[config.mk]
export PLATFORM = sky130hd
export DESIGN_NAME = pc_gen_unit
export DESIGN_NICKNAME = d
export VERILOG_FILES = /design/src/rtl/pc_gen_unit_pkg.sv /design/src/rtl/pc_gen_unit_target.sv /design/src/rtl/pc_gen_unit.sv
export SDC_FILE = /design/constraint.sdc
export NUM_CORES = 1
export LEC_CHECK = 0
export ABC_AREA = 1
export ABC_CLOCK_PERIOD_IN_PS = 2100
export BUFFER_PORTS_ARGS = -buffer_cell sky130_fd_sc_hd__clkbuf_2
export CAP_MARGIN = 5
export CORE_MARGIN = 2
export CORE_UTILIZATION = 42
export CTS_BUF_LIST = sky130_fd_sc_hd__clkbuf_2
export CTS_CLUSTER_SIZE = 25
export DETAILED_ROUTE_END_ITERATION = 6
export GPL_ROUTABILITY_DRIVEN = 0
export PLACE_DENSITY = 0.69
export SKIP_CTS_REPAIR_TIMING = 1
export SLEW_MARGIN = 40
export SYNTH_ARGS = -nofsm -noshare
export SYNTH_HDL_FRONTEND = slang
export SYNTH_HIERARCHICAL = 1
export SYNTH_SLANG_ARGS = --single-unit
[constraint.sdc]
create_clock -name clk -period 2.1 [get_ports clk]
set_input_delay 0.105 -clock clk [delete_from_list [all_inputs] [get_ports clk]]
set_output_delay 0.105 -clock clk [all_outputs]
set_load 0.05 [all_outputs]
[src/rtl/pc_gen_unit_pkg.sv]
// pc_gen_unit_pkg
//   Shared encodings for the IF-stage PC generator:
//   - npc_op codes driven by EX (unchanged from the original next-PC mux)
//   - request-source encoding used by the next-PC priority logic
//   - helper to classify an npc_op as a non-sequential request
package pc_gen_unit_pkg;

  localparam logic [2:0] NPC_PLUS4  = 3'b000;
  localparam logic [2:0] NPC_BRANCH = 3'b001;
  localparam logic [2:0] NPC_JUMP   = 3'b010;
  localparam logic [2:0] NPC_JALR   = 3'b100;

  // Winning request source for the current cycle, lowest to highest priority.
  typedef enum logic [2:0] {
    SRC_PLUS4    = 3'd0,
    SRC_NEW      = 3'd1,
    SRC_PEND     = 3'd2,
    SRC_MISALIGN = 3'd3,
    SRC_TRAP     = 3'd4
  } req_src_e;

  // Any code other than the three redirecting ones behaves as PLUS4.
  function automatic logic is_redirect_op(input logic [2:0] op);
    return (op == NPC_BRANCH) || (op == NPC_JUMP) || (op == NPC_JALR);
  endfunction

endpackage

[src/rtl/pc_gen_unit_target.sv]
// npc_target_calc
//   Combinational redirect target computation.
//   Ports:
//     npc_op      in   3     next-PC operation from EX
//     pc_ex       in   XLEN  PC of the EX-stage instruction
//     imm         in   XLEN  branch/jump immediate
//     aluout      in   XLEN  JALR target (rs1+imm)
//     target      out  XLEN  redirect target (JALR bit0 already cleared)
//     is_redirect out  1     npc_op is BRANCH/JUMP/JALR
//     misaligned  out  1     redirect target violates ALIGN_BITS alignment
module npc_target_calc
  import pc_gen_unit_pkg::*;
#(
  parameter int XLEN       = 32,
  parameter int ALIGN_BITS = 2
) (
  input  logic [2:0]      npc_op,
  input  logic [XLEN-1:0] pc_ex,
  input  logic [XLEN-1:0] imm,
  input  logic [XLEN-1:0] aluout,
  output logic [XLEN-1:0] target,
  output logic            is_redirect,
  output logic            misaligned
);

  always_comb begin
    target = pc_ex + imm;
    if (npc_op == NPC_JALR) begin
      target = {aluout[XLEN-1:1], 1'b0};
    end
  end

  assign is_redirect = is_redirect_op(npc_op);

  // Checked after the JALR LSB clear, so with ALIGN_BITS=1 a JALR can never trap.
  assign misaligned = is_redirect && (target[ALIGN_BITS-1:0] != '0);

endmodule

[src/rtl/pc_gen_unit.sv]
// pc_gen_unit
//   IF-stage PC register with next-PC selection, a pending-redirect latch
//   that survives stalls, trap redirection and misaligned-target trapping.
//   Ports:
//     clk, rst       clock (rising edge), synchronous active-high reset
//     pc_write       1 = PC may advance, 0 = stall
//     npc_op         next-PC op from EX
//     pc_ex, imm     branch/jump base and offset
//     aluout         JALR target
//     trap_req       trap redirect request, target trap_vec
//     pc             registered fetch PC
//     pc_plus4       pc+4 (combinational, wraps)
//     redirect       1-cycle pulse: PC loaded non-sequentially
//     misalign       1-cycle pulse: misaligned target turned into a trap
//     misalign_addr  last offending target
//     pend_valid     a redirect is latched awaiting pc_write
//   Handshake: pc_write acts as the ready for every redirect source; a
//   request seen while pc_write=0 is held in the pending latch until the
//   first cycle with pc_write=1, where it is consumed and the latch cleared.
module pc_gen_unit
  import pc_gen_unit_pkg::*;
#(
  parameter int              XLEN       = 32,
  parameter logic [XLEN-1:0] RESET_VEC  = '0,
  parameter int              ALIGN_BITS = 2
) (
  input  logic            clk,
  input  logic            rst,
  input  logic            pc_write,
  input  logic [2:0]      npc_op,
  input  logic [XLEN-1:0] pc_ex,
  input  logic [XLEN-1:0] imm,
  input  logic [XLEN-1:0] aluout,
  input  logic            trap_req,
  input  logic [XLEN-1:0] trap_vec,
  output logic [XLEN-1:0] pc,
  output logic [XLEN-1:0] pc_plus4,
  output logic            redirect,
  output logic            misalign,
  output logic [XLEN-1:0] misalign_addr,
  output logic            pend_valid
);

  logic [XLEN-1:0] target;
  logic            is_redirect;
  logic            misaligned;
  logic [XLEN-1:0] pend_target;
  req_src_e        src;
  logic [XLEN-1:0] sel_target;

  npc_target_calc #(
    .XLEN       (XLEN),
    .ALIGN_BITS (ALIGN_BITS)
  ) u_target (
    .npc_op      (npc_op),
    .pc_ex       (pc_ex),
    .imm         (imm),
    .aluout      (aluout),
    .target      (target),
    .is_redirect (is_redirect),
    .misaligned  (misaligned)
  );

  assign pc_plus4 = pc + XLEN'(4);

  // Priority: trap > misaligned target > pending > new redirect > PLUS4.
  // The pending target beats a new npc_op because it is older; the new one
  // is dropped since the redirect pulse flushes EX anyway.
  always_comb begin
    src        = SRC_PLUS4;
    sel_target = pc_plus4;
    if (trap_req) begin
      src        = SRC_TRAP;
      sel_target = trap_vec;
    end else if (misaligned) begin
      src        = SRC_MISALIGN;
      sel_target = trap_vec;
    end else if (pend_valid) begin
      src        = SRC_PEND;
      sel_target = pend_target;
    end else if (is_redirect) begin
      src        = SRC_NEW;
      sel_target = target;
    end
  end

  always_ff @(posedge clk) begin
    if (rst) begin
      pc            <= RESET_VEC;
      redirect      <= 1'b0;
      misalign      <= 1'b0;
      misalign_addr <= '0;
      pend_valid    <= 1'b0;
      pend_target   <= '0;
    end else begin
      redirect <= 1'b0;
      misalign <= 1'b0;

      // A misaligned target pulses whether it is applied now or latched.
      if (src == SRC_MISALIGN) begin
        misalign      <= 1'b1;
        misalign_addr <= target;
      end

      if (pc_write) begin
        pc         <= sel_target;
        redirect   <= (src != SRC_PLUS4);
        // Any pending entry is either consumed here or superseded by a trap.
        pend_valid <= 1'b0;
      end else if ((src != SRC_PLUS4) &&
                   (!pend_valid || src == SRC_TRAP || src == SRC_MISALIGN)) begin
        // Once latched, only trap-class requests may overwrite the entry.
        pend_target <= sel_target;
        pend_valid  <= 1'b1;
      end
    end
  end

endmodule

==> results by group, run 1 <==
Pwr
  – Peak supply drop: between 0.3 and 0.4 mV
  – Power per cell area: 526 mW/mm^2
  – Leak Pwr: 6.51 nW

Cells and area
  – P&R area growth vs syn: 38.3%
  – Core Util, Final: 0.594
  – Antenna cells: 0
  – Fill cells: 1980
  – Layout cells sized above 1: 0.258
  – Nets@finish: a little over 2k
  – Final std cells w/o fill: 2122

Synth
  – Synthesized area per cell: 5.58 um^2
  – Post-synth top area share: 0.248
  – Post-synth EDFFs: 0
  – Post-synth net total: between 1.5k and 2k
  – Ys async rst share: 0
  – Register area share after synthesis: 0.236
  – Mapped Cells: 1504
  – Mapped Area: about 0.0084 mm^2
  – Syn. warnings: 6
  – Synth area leaders: nand2_1 (25%), dfxtp_1 (24%), inv_1 (12%)
  – Top post-synthesis cells by count: nand2_1 (553), inv_1 (261), a21oi_1 (102)
  – Yosys reg bits: about 100
  – Main flop type after synthesis: dfxtp_1
  – Post-synth top area cell: nand2_1
  – Synth cell types: between 40 and 50
  – Most instantiated library cell after synthesis: nand2_1

Worst setup path
  – Kind of start point of the critical path: flip-flop
  – Worst r2r dst: pend_target[18]
  – Largest fanout on the critical path: 7
  – Worst endpoint required time: 2.00 ns
  – Crit. End Element: primary output
  – Worst r2r path cells: 12
  – Critical Path AT: between 2 and 2.5 ns
  – Worst R2R Setup Slack: 0.19 ns
  – Crit Path Class: flip-flop to primary output
  – Worst r2r src: pc[2]

Die
  – Ports: 234
  – Core area: 0.0195 mm^2
  – Die ar.: approximately 0.021 mm^2
  – Initial core utilization: 0.429
  – Die Ht: 145 um
  – Number of core rows: 51
  – Die W: between 100 and 150 um

Min path
  – Worst Hold Path EP: misalign_addr[4]
  – Hold_sp: aluout[4]
  – Hold WC Path Type: input pin to flip-flop
  – Hold depth: 6

Global route
  – First-pass GRT wire length: 44900 um
  – Vias in the first global route: 9188
  – Largest net degree at the start of global routing: 50
  – GR Util met2: 0.432
  – GR Util met3: 0.0469
  – Met1 usage: 0.349
  – Total Routing Usage GR: 0.259
  – Busiest layer in global routing: met2
  – Initial antenna violation count: 0
  – Grt total ovfl: 0

Routing
  – Final ANT Viol Nets: 0
  – Wirelength, routed: about 29000 um
  – DR WL/cell: 13.8 um
  – DRC: 0
  – First-pass DRT Iterations: 7
  – 1st-iter DRT viols: a little over 700
  – DR vias: around 10k
  – DR vias/cell: 4.83

STA
  – Worst Slack Setup Final: -0.212 ns
  – Setup_tns: -2.38 ns
  – Worst Tran Pin Value: 0.512 ns
  – Hold Vio Cnt, Final: 0
  – Max Clock Freq: between 400 and 500 MHz
  – Max Slew Vio Count: 0
  – Fin Hold WS: 0.00362 ns
  – Unrepaired setup endpoints after global routing: yes
  – # setup viols final: 21
  – Clock Skews: 0.0401 ns
  – Max_slew headroom: 0.657
  – Fin crit share: 1.10
  – Final worst path period need: 2.31 ns

Run
  – Max cap viols: 0

Clock tree
  – H-tree levels: 3
  – CTS tree: yes
  – Clock buffer depth: 2
  – CTS Root Cell: clkbuf_2
  – Clk Latency, worst-skew pair: 0.61 ns
  – CTS clock-pin slew for the worst setup and hold paths: 0.28 ns
  – TritonCTS Sinks: 99
  – TritonCTS Buffers: 9

Place
  – Cells after DPL: slightly above 2k
  – Port-buffer cells: ~230
  – DPL Wire Length: 22200 um

Run status
  – Violated checks: setup timing
  – Status: complete, but fails checks
[per-layer routing]
layer / up-vias / routed length [um]
li1: 5322 / -
met3: 41 / 2060
met4: 0 / 577
met1: 4478 / 13100
met5: - / 0
met2: 399 / 13500
[kinds of logic (layout without fill, tap and decap cells)]
family / count (synthesis) / count (layout) / synth area share
simple gates: 816 / 816 / 0.412
buf+inv: 320 / 673 / 0.148
flops: 99 / 99 / 0.236
xor+xnor: 13 / 13 / 0.0136
compound gates: 223 / 223 / 0.140
fa+ha+maj: 33 / 33 / 0.0501
[power breakdown]
part / internal, mW / switching (mW) / leakage (nW)
Sequential: 2.06 / 0.137 / 0.826
Clock: 0.280 / 0.682 / 0.0699
Combinational: 1.06 / 1.88 / 5.61
[final cells by class]
cell class | instances | area [um^2] | share of cell area
repair buffers | 382 | 2700 | 0.233
flip-flops and latches | 99 | 2030 | 0.175
multi-input cells | 1085 | 5380 | 0.464
well taps | 265 | 332 | 0.0286
inverters | 275 | 1040 | 0.0893
clock inverters | 6 | 63.8 | 0.00550
clock buffers | 10 | 50.0 | 0.00432
[cell usage in the layout, fill, tap and decap left out, drive strengths merged, types with 32 or more instances in the layout]
cell and instances:
a21oi 104, clkbuf 217, nor2 117, ha 32
nand2 569, nand3 104, dlygate4sd3 64, dfxtp 99
o21ai 105, buf 111, inv 274
[critical path, cell delays in order, from the launching register on]
cell and delay (ns):
dfxtp_4 0.45, ha_4 0.16, nand2_4 0.05, nor2_4 0.17
nand2_4 0.15, nor2_4 0.21, nand3b_1 0.15, nand2_2 0.13
buf_8 0.15
[state kept, by name, indices dropped and copies added, names as in the netlist]
name,count
redirect,1
pend_valid,1
pend_target,32
pc,32
misalign,1
misalign_addr,32
[how the worst max path moves through the flow]
stage / endpoint / depth (start not counted) / slack [ns] / startpoint
after floorplan: pend_target[18] / 9 / 0.002 / pc[7]
after global placement: pend_target[6] / 15 / -0.22 / pc_ex[0]
after detailed placement: pend_target[7] / 15 / -0.26 / pc_ex[0]
after CTS: pc_plus4[24] / 8 / -0.45 / pc[2]
after global routing: pc_plus4[20] / 8 / -0.33 / pc[3]
final: pc_plus4[20] / 8 / -0.21 / pc[2]
[per-stage QoR]
stage,total power [mW],setup slack (ns),instance area [um^2]
detailed placement,4.92,-0.262,10300
floorplan,4.02,0.00200,8430
CTS,5.89,-0.454,10400
global placement,4.89,-0.222,10300
global route,6.48,-0.331,11600
finish,6.10,-0.212,11600
Note: power is estimated with default switching activity, not from simulation.
==> inputs of run 2 (changes only) <==
CORE_MARGIN = default   (was 2)
SYNTH_HIERARCHICAL = default   (was 1)
==> run 2 against run 1 <==
The flow finishes with violations (DRC, hold timing, setup timing). Setup slack lost 0.18 ns. Global-route usage rose by 1.7 points. Worst hold slack got worse by 0.050 ns. Synthesized cell count is 8.9% lower. Sequential power is essentially flat. Sequential share of layout area rose by 0.30 points. Non-clock buffer count up 3. Die area decreased by 6.1%. Design area decreased by 0.31%. Clock power fell by 1%. Synthesized area decreased by 3.5%. Total power fell by 0.52%. Critical path type unchanged. Largest cell class unchanged. Largest power group unchanged.
==> results by group, run 2 <==
Synth
  – Synthesized area per cell: 5.91 um^2 (+5.9%)
  – Area share of and/or/nand/nor cells after synthesis: 0.380 (-0.0318)
  – Ys async rst share: 0 (unchanged)
  – Synth cell types: 51 (+24%)
  – Mux cell area share after synthesis: 0.00124 (+0.00124)
  – Mapped Cells: 1370 (-8.9%)
  – Most instantiated library cell after synthesis: nand2_1
  – Adder-Cell Fraction of Synth Area: 0.0519 (+0.00181)
  – Post-synth top area cell: dfxtp_1
  – Mapped Area: 0.00809 mm^2 (-3.5%)
  – Post-synth net total: 1538 (-8.0%)
  – Register area share after synthesis: 0.245 (+0.00855)
  – Syn. warnings: 0 (-6)
  – Yosys reg bits: 99 (unchanged)
  – XOR/XNOR Fraction of Synth Area: 0.0281 (+0.0146)
  – Post-synth EDFFs: 0 (unchanged)
  – Post-synthesis compound-gate area fraction: 0.147 (+0.00708)
  – Post-synth top area share: 0.245 (-0.00264)
  – Synth area leaders: dfxtp_1 (24%), nand2_1 (22%), inv_1 (10%)
  – Top post-synthesis cells by count: nand2_1 (466), inv_1 (224), nand3_1 (110)
  – Main flop type after synthesis: dfxtp_1
  – Largest family of logic cells by synthesized area: simple AND/OR/NAND/NOR gates

Cells and area
  – Leading cell type in the layout, fill and taps excluded: nand2_1
  – Core Util, Final: 0.616 (+0.0221)
  – Fill cells: 1706 (-14%)
  – Final std cells w/o fill: 1960 (-7.6%)
  – P&R area growth vs syn: 42.9%
  – Most frequent cells in the layout: nand2_1 (449), inv_1 (223), clkbuf_2 (215)
  – Nets@finish: 1888 (-6.5%)
  – Sequential Area: 0.00206 mm^2 (+1.4%)
  – Top flop regs: misalign_addr x32, pc x32, pend_target x32
  – Cell area after layout: 0.0116 mm^2 (-0.31%)
  – Layout cells sized above 1: 0.268 (+0.00988)
  – Area of the multi-input gates: 0.00545 mm^2 (+1.2%)

Routing
  – DR vias: 10.1k (-1.8%)
  – 1st-iter DRT viols: 820 (+15%)
  – DR vias/cell: 5.13 (+6.3%)
  – Final ANT Viol Nets: 0 (unchanged)
  – DR WL/cell: 15.3 um (+11%)
  – First-pass DRT Iterations: 7 (unchanged)
  – Wirelength, routed: 29900 um (+2.3%)
  – DRC: 4 (+4)

Pwr
  – Clk network pwr share: 0.157 (about the same)
  – Power, Total: 6.07 mW (-0.52%)
  – Pint: 3.36 mW (-1.3%)
  – Comb power frac: 0.480 (-0.002)
  – Sw Share: 0.447 (+0.00425)
  – Power per cell area: 525 mW/mm^2 (-0.21%)
  – Peak supply drop: 0.377 mV (-4.6%)
  – Sequential fraction of design power: 0.363 (+0.003)
  – Psw: 2.71 mW (+0.44%)
  – Leak Pwr: 6.40 nW (-1.6%)

Global route
  – Initial antenna violation count: 1 (+1)
  – Vias in the first global route: 8601 (-6.4%)
  – Total Routing Usage GR: 0.277 (+0.0175)
  – Grt total ovfl: 0 (unchanged)
  – Largest net degree at the start of global routing: 41 (-18%)
  – First-pass GRT wire length: 43400 um (-3.4%)

Worst setup path
  – Kind of start point of the critical path: flip-flop
  – Worst endpoint required time: 2.00 ns (about the same)
  – Critical Path AT: 2.38 ns (+0.17 ns)
  – Crit Path Class: flip-flop to primary output
  – Crit. End Element: primary output
  – Largest fanout on the critical path: 5 (-2)

Run status
  – Status: complete, but fails checks
  – Violated checks: DRC, hold timing, setup timing

STA
  – Clock Skews: 0.0440 ns (+0.00386 ns)
  – Max Clock Freq: 402 MHz (-7.1%)
  – Final worst path period need: 2.49 ns (+0.177 ns)
  – Max Slew Vio Count: 0 (unchanged)
  – Fin Hold WS: -0.0463 ns (-0.0499 ns)
  – Fin crit share: 1.19 (+0.0845)
  – Worst Tran Pin Value: 0.573 ns (+0.0607 ns)
  – Hold Vio Cnt, Final: 1 (+1)
  – # setup viols final: 29 (+38%)
  – Unrepaired setup endpoints after global routing: yes
  – Max_slew headroom: 0.618 (-0.0396)
  – Worst Slack Setup Final: -0.390 ns (-0.177 ns)

Die
  – Initial core utilization: 0.431 (+0.00175)
  – Die W: 141 um (-3.1%)
  – Ports: 234 (unchanged)
  – Die ar.: 0.0198 mm^2 (-6.1%)
  – Core area: 0.0188 mm^2 (-3.9%)
  – Die Ht: 141 um (-3.1%)
  – Number of core rows: 50 (-2.0%)

Clock tree
  – H-tree levels: 3 (unchanged)
  – Clk Latency, worst-skew pair: 0.61 ns (about the same)
  – Clock buffer depth: 2 (unchanged)
  – TritonCTS Sinks: 99 (unchanged)
  – TritonCTS Buffers: 9 (unchanged)
  – CTS Root Cell: clkbuf_2
  – CTS tree: yes
  – CTS clock-pin slew for the worst setup and hold paths: 0.30 ns (+0.02 ns)

Run
  – Max cap viols: 0 (unchanged)

Min path
  – Hold WC Path Type: input pin to flip-flop

Place
  – Port-buffer cells: 232 (unchanged)
  – Cells after DPL: 1848 (-8.8%)
  – DPL Wire Length: 21800 um (-1.8%)
  – Placement Cell Area: 0.0101 mm^2 (-2.4%)
run 2: cell count changes after synthesis, sizes merged, moves of 8 or more:
| cell | delta |
|---|---|
| a21oi | -30 |
| inv | -40 |
| nand2 | -99 |
| nand3 | +9 |
| nor2 | -20 |
| nor3 | +8 |
| o211ai | +17 |
| o21ai | -27 |
| o21bai | +8 |
| xor2 | +10 |
run 2: layout make-up:
class,instances,share of cell area
diodes,1,0.000216
clock buffers,9,0.00390
clock inverters,7,0.00584
inverters,236,0.0775
multi-input cells,989,0.471
flip-flops and latches,99,0.178
well taps,234,0.0253
repair buffers,385,0.238
run 2: per-layer routing:
metal / up-vias / GRT usage / share of wire
met4: 0 / 0.0755 / 0.029
met1: 4501 / 0.372 / 0.42
met2: 471 / 0.465 / 0.47
met3: 73 / 0.0350 / 0.079
li1: 5009 / - / -
met5: - / 0 / 0
run 2: cells by family after synthesis:
kind of cell	count (synthesis)
mux	1
flops	99
buf+inv	282
simple gates	726
compound gates	203
fa+ha+maj	33
xor+xnor	26
run 2: final timing paths:
path	cells after the start	endpoint	slack (ns)	from
setup / recovery	10	pc_plus4[30]	-0.39	pc[2]
hold / removal	5	misalign_addr[2]	-0.05	aluout[2]
setup reg to reg	16	pc[25]	-0.08	pc[12]
hold reg to reg	2	pc[25]	0.52	pc[25]
run 2: power by group through the flow:
stage / Combinational [mW] / Clock [mW] / Sequential [mW]
6_report: 2.91 / 0.950 / 2.20
5_1_grt: 3.16 / 1.04 / 2.22
4_1_cts: 2.64 / 0.961 / 2.20
3_5_place_dp: 2.63 / 0 / 2.23
3_3_place_gp: 2.60 / 0 / 2.23
2_1_floorplan: 1.50 / 0 / 2.55
run 2: worst max-delay path: stages (launching register included):
cell and delay, ns:
dfxtp_4 0.47, ha_4 0.19, nand2_4 0.06, nor3_4 0.14, nand2_2 0.12, buf_6 0.16, nor2_4 0.17, buf_6 0.14
nand3_4 0.08, nand2_2 0.10, buf_8 0.14
run 2: metrics by stage:
stage	hold WS, ns	setup WS [ns]	TNS [ns]
after global placement	0.361	-0.112	-0.440
after global routing	0.0221	-0.493	-10.45
after detailed placement	0.359	-0.147	-1.59
final	-0.0463	-0.390	-6.07
after CTS	-0.321	-0.585	-8.72
after floorplan	0.276	-0.0105	-0.0197
==> inputs of run 3 (changes only) <==
ABC_AREA = default   (was 1)
CORE_UTILIZATION = 49   (was 42)
PLACE_DENSITY = 0.8   (was 0.69)
==> run 3 against run 2 <==
The flow finishes with violations (hold timing, setup timing). Sequential share of layout area decreased by 1.7 points. Die area decreased by 20%. Via count increased by 12%. Flip-flop and latch count unchanged. First-iteration DRC count increased by 130%. Worst hold slack got worse by 0.0015 ns. Critical path depth decreased by 1. Maximum frequency decreased by 16%. Total power increased by 15%. Final cell count decreased by 12%. Critical endpoint is now pc_plus4[21]. Highest routed layer unchanged.
==> results by group, run 3 <==
Cells and area
  – Leading cell type in the layout, fill and taps excluded: buf_4
  – Fill cells: 811 (-52%)
  – Top flop regs: misalign_addr x32, pc x32, pend_target x32
  – Cell area after layout: 0.0128 mm^2 (+11%)
  – P&R area growth vs syn: 69.9%
  – Nets@finish: 1692 (-10%)
  – Most frequent cells in the layout: buf_4 (244), clkbuf_2 (215), nand2_1 (121)
  – Layout cells sized above 1: 0.441 (+0.174)

Synth
  – Yosys reg bits: 99 (unchanged)
  – Post-synth top area cell: dfxtp_1
  – Synth area leaders: dfxtp_1 (26%), nand2_1 (6.4%), nor2_1 (5.9%)
  – Main flop type after synthesis: dfxtp_1
  – Register area share after synthesis: 0.262 (+0.0176)
  – Post-synth top area share: 0.262 (+0.0176)
  – Post-synth net total: 1187 (-23%)
  – Ys async rst share: 0 (unchanged)
  – Synthesized area per cell: 7.41 um^2 (+25%)
  – Top post-synthesis cells by count: nand2_1 (128), nor2_1 (119), dfxtp_1 (99)
  – Syn. warnings: 0 (unchanged)
  – Mapped Cells: 1019 (-26%)
  – Synth cell types: 79 (+55%)
  – Mapped Area: 0.00755 mm^2 (-6.7%)
  – Most instantiated library cell after synthesis: nand2_1
  – Post-synth EDFFs: 0 (unchanged)

Routing
  – First-pass DRT Iterations: 7 (unchanged)
  – DR vias: 11.3k (+12%)
  – DR WL/cell: 22.6 um (+48%)
  – Wirelength, routed: 38900 um (+30%)
  – Final ANT Viol Nets: 0 (unchanged)
  – DR vias/cell: 6.56 (+28%)
  – 1st-iter DRT viols: 1881 (+130%)
  – DRC: 0 (-4)

STA
  – Unrepaired setup endpoints after global routing: yes
  – Fin crit share: 1.42 (+0.231)
  – Worst Tran Pin Value: 0.711 ns (+0.138 ns)
  – Hold Vio Cnt, Final: 3 (+2)
  – Max_slew headroom: 0.526 (-0.0918)
  – Fin Hold WS: -0.0479 ns (-0.00154 ns)
  – # setup viols final: 55 (+90%)
  – Final worst path period need: 2.98 ns (+0.486 ns)
  – Max Slew Vio Count: 0 (unchanged)
  – Max Clock Freq: 336 MHz (-16%)
  – Clock Skews: 0.0342 ns (-0.00981 ns)
  – Worst Slack Setup Final: -0.875 ns (-0.486 ns)

Run
  – Max cap viols: 0 (unchanged)

Die
  – Die W: 126 um (-10%)
  – Number of core rows: 45 (-10%)
  – Die Ht: 126 um (-10%)
  – Initial core utilization: 0.499 (+0.0674)
  – Ports: 234 (unchanged)
  – Core area: 0.0151 mm^2 (-19%)
  – Die ar.: 0.0159 mm^2 (-20%)

Clock tree
  – Clk Latency, worst-skew pair: 0.66 ns (+0.05 ns)
  – H-tree levels: 3 (unchanged)
  – Clock buffer depth: 2 (unchanged)
  – TritonCTS Buffers: 9 (unchanged)
  – TritonCTS Sinks: 99 (unchanged)
  – CTS clock-pin slew for the worst setup and hold paths: 0.30 ns (about the same)
  – CTS Root Cell: clkbuf_2
  – CTS tree: yes

Global route
  – Total Routing Usage GR: 0.373 (+0.0964)
  – Largest net degree at the start of global routing: 51 (+24%)
  – Vias in the first global route: 9572 (+11%)
  – First-pass GRT wire length: 47000 um (+8.4%)
  – Grt total ovfl: 0 (unchanged)
  – Initial antenna violation count: 2 (+1)

Worst setup path
  – Crit. End Element: primary output
  – Largest fanout on the critical path: 3 (-2)
  – Critical Path AT: 2.87 ns (+0.49 ns)
  – Kind of start point of the critical path: flip-flop
  – Worst endpoint required time: 2.00 ns (about the same)
  – Crit Path Class: flip-flop to primary output
  – Worst r2r path cells: 12 (-4)

Pwr
  – Leak Pwr: 5.99 nW (-6.4%)
  – Power, Total: 6.97 mW (+15%)
  – Peak supply drop: 0.449 mV (+19%)
  – Power per cell area: 544 mW/mm^2 (+3.6%)

Min path
  – Hold depth: 6 (+1)
  – Hold WC Path Type: input pin to flip-flop

Run status
  – Violated checks: hold timing, setup timing
  – Status: complete, but fails checks

Place
  – Placement Cell Area: 0.0112 mm^2 (+11%)
  – DPL Wire Length: 23900 um (+9.5%)
  – Setup Slack @ Placement: -0.538 ns (-0.391 ns)
  – Port-buffer cells: 232 (unchanged)
run 3: changes by cell type in the layout (fill, tap and decap cells not counted), sizes merged, moves of 20 or more:
cell / before / now
buf: 114 / 301
a211oi: 2 / 35
xnor2: 8 / 34
inv: 235 / 14
nand2: 470 / 129
nor2: 97 / 119
nand3: 113 / 33
a311oi: 0 / 20
run 3: worst paths after layout:
| path | start | end | slack [ns] |
|---|---|---|---|
| setup / recovery | pc[14] | pc_plus4[21] | -0.88 |
| hold / removal | aluout[12] | misalign_addr[12] | -0.05 |
| setup reg to reg | pc[14] | pc[21] | -0.72 |
| hold reg to reg | pend_target[4] | pend_target[4] | 0.48 |
run 3: cell type report:
| type | count | area, um^2 | share of cell area |
|---|---|---|---|
| antenna | 2 | 5.00 | 0.000390 |
| clock buffer | 9 | 45.0 | 0.00351 |
| clock inverter | 7 | 72.6 | 0.00566 |
| inverter | 12 | 45.0 | 0.00351 |
| multi-input combinational | 836 | 6140 | 0.478 |
| sequential | 99 | 2060 | 0.161 |
| tap | 188 | 235 | 0.0183 |
| timing repair buffer | 566 | 4230 | 0.330 |
run 3: routing by layer:
layer  vias to the layer above  part of all wire  track usage
met5                         -                 0            0
met4                         0             0.094        0.248
met3                       310              0.13       0.0731
met2                      1058              0.45        0.620
met1                      5111              0.33        0.438
li1                       4805                 -            -
run 3: critical path, cell delays in order (launching register included):
cell,delay [ns]
dfxtp_4,0.42
buf_4,0.12
nand4_1,0.25
nor4_2,0.27
buf_4,0.19
buf_4,0.13
nand3_4,0.17
xnor2_4,0.35
buf_4,0.19
buf_8,0.14
run 3: cells by family after synthesis:
kind of cell | after synthesis | share of synthesized area
compound gates | 344 | 0.302
xor+xnor | 50 | 0.0600
fa+ha+maj | 33 | 0.0557
buf+inv | 84 | 0.0495
flops | 99 | 0.262
mux | 18 | 0.0244
simple gates | 391 | 0.246
run 3: metrics by stage:
step	std cells	utilization	setup TNS, ns
detailed placement	1615	0.737	-29.14
floorplan	1019	-	-8.71
finish	1719	0.847	-18.00
global placement	1615	0.737	-24.42
global route	1719	0.847	-21.24
CTS	1631	0.745	-17.11
run 3: where the power goes:
group          total, mW  internal (mW)  switching [mW]
sequential          2.16           2.04           0.124
combinational       3.78           1.55            2.24
clock               1.03          0.285           0.742
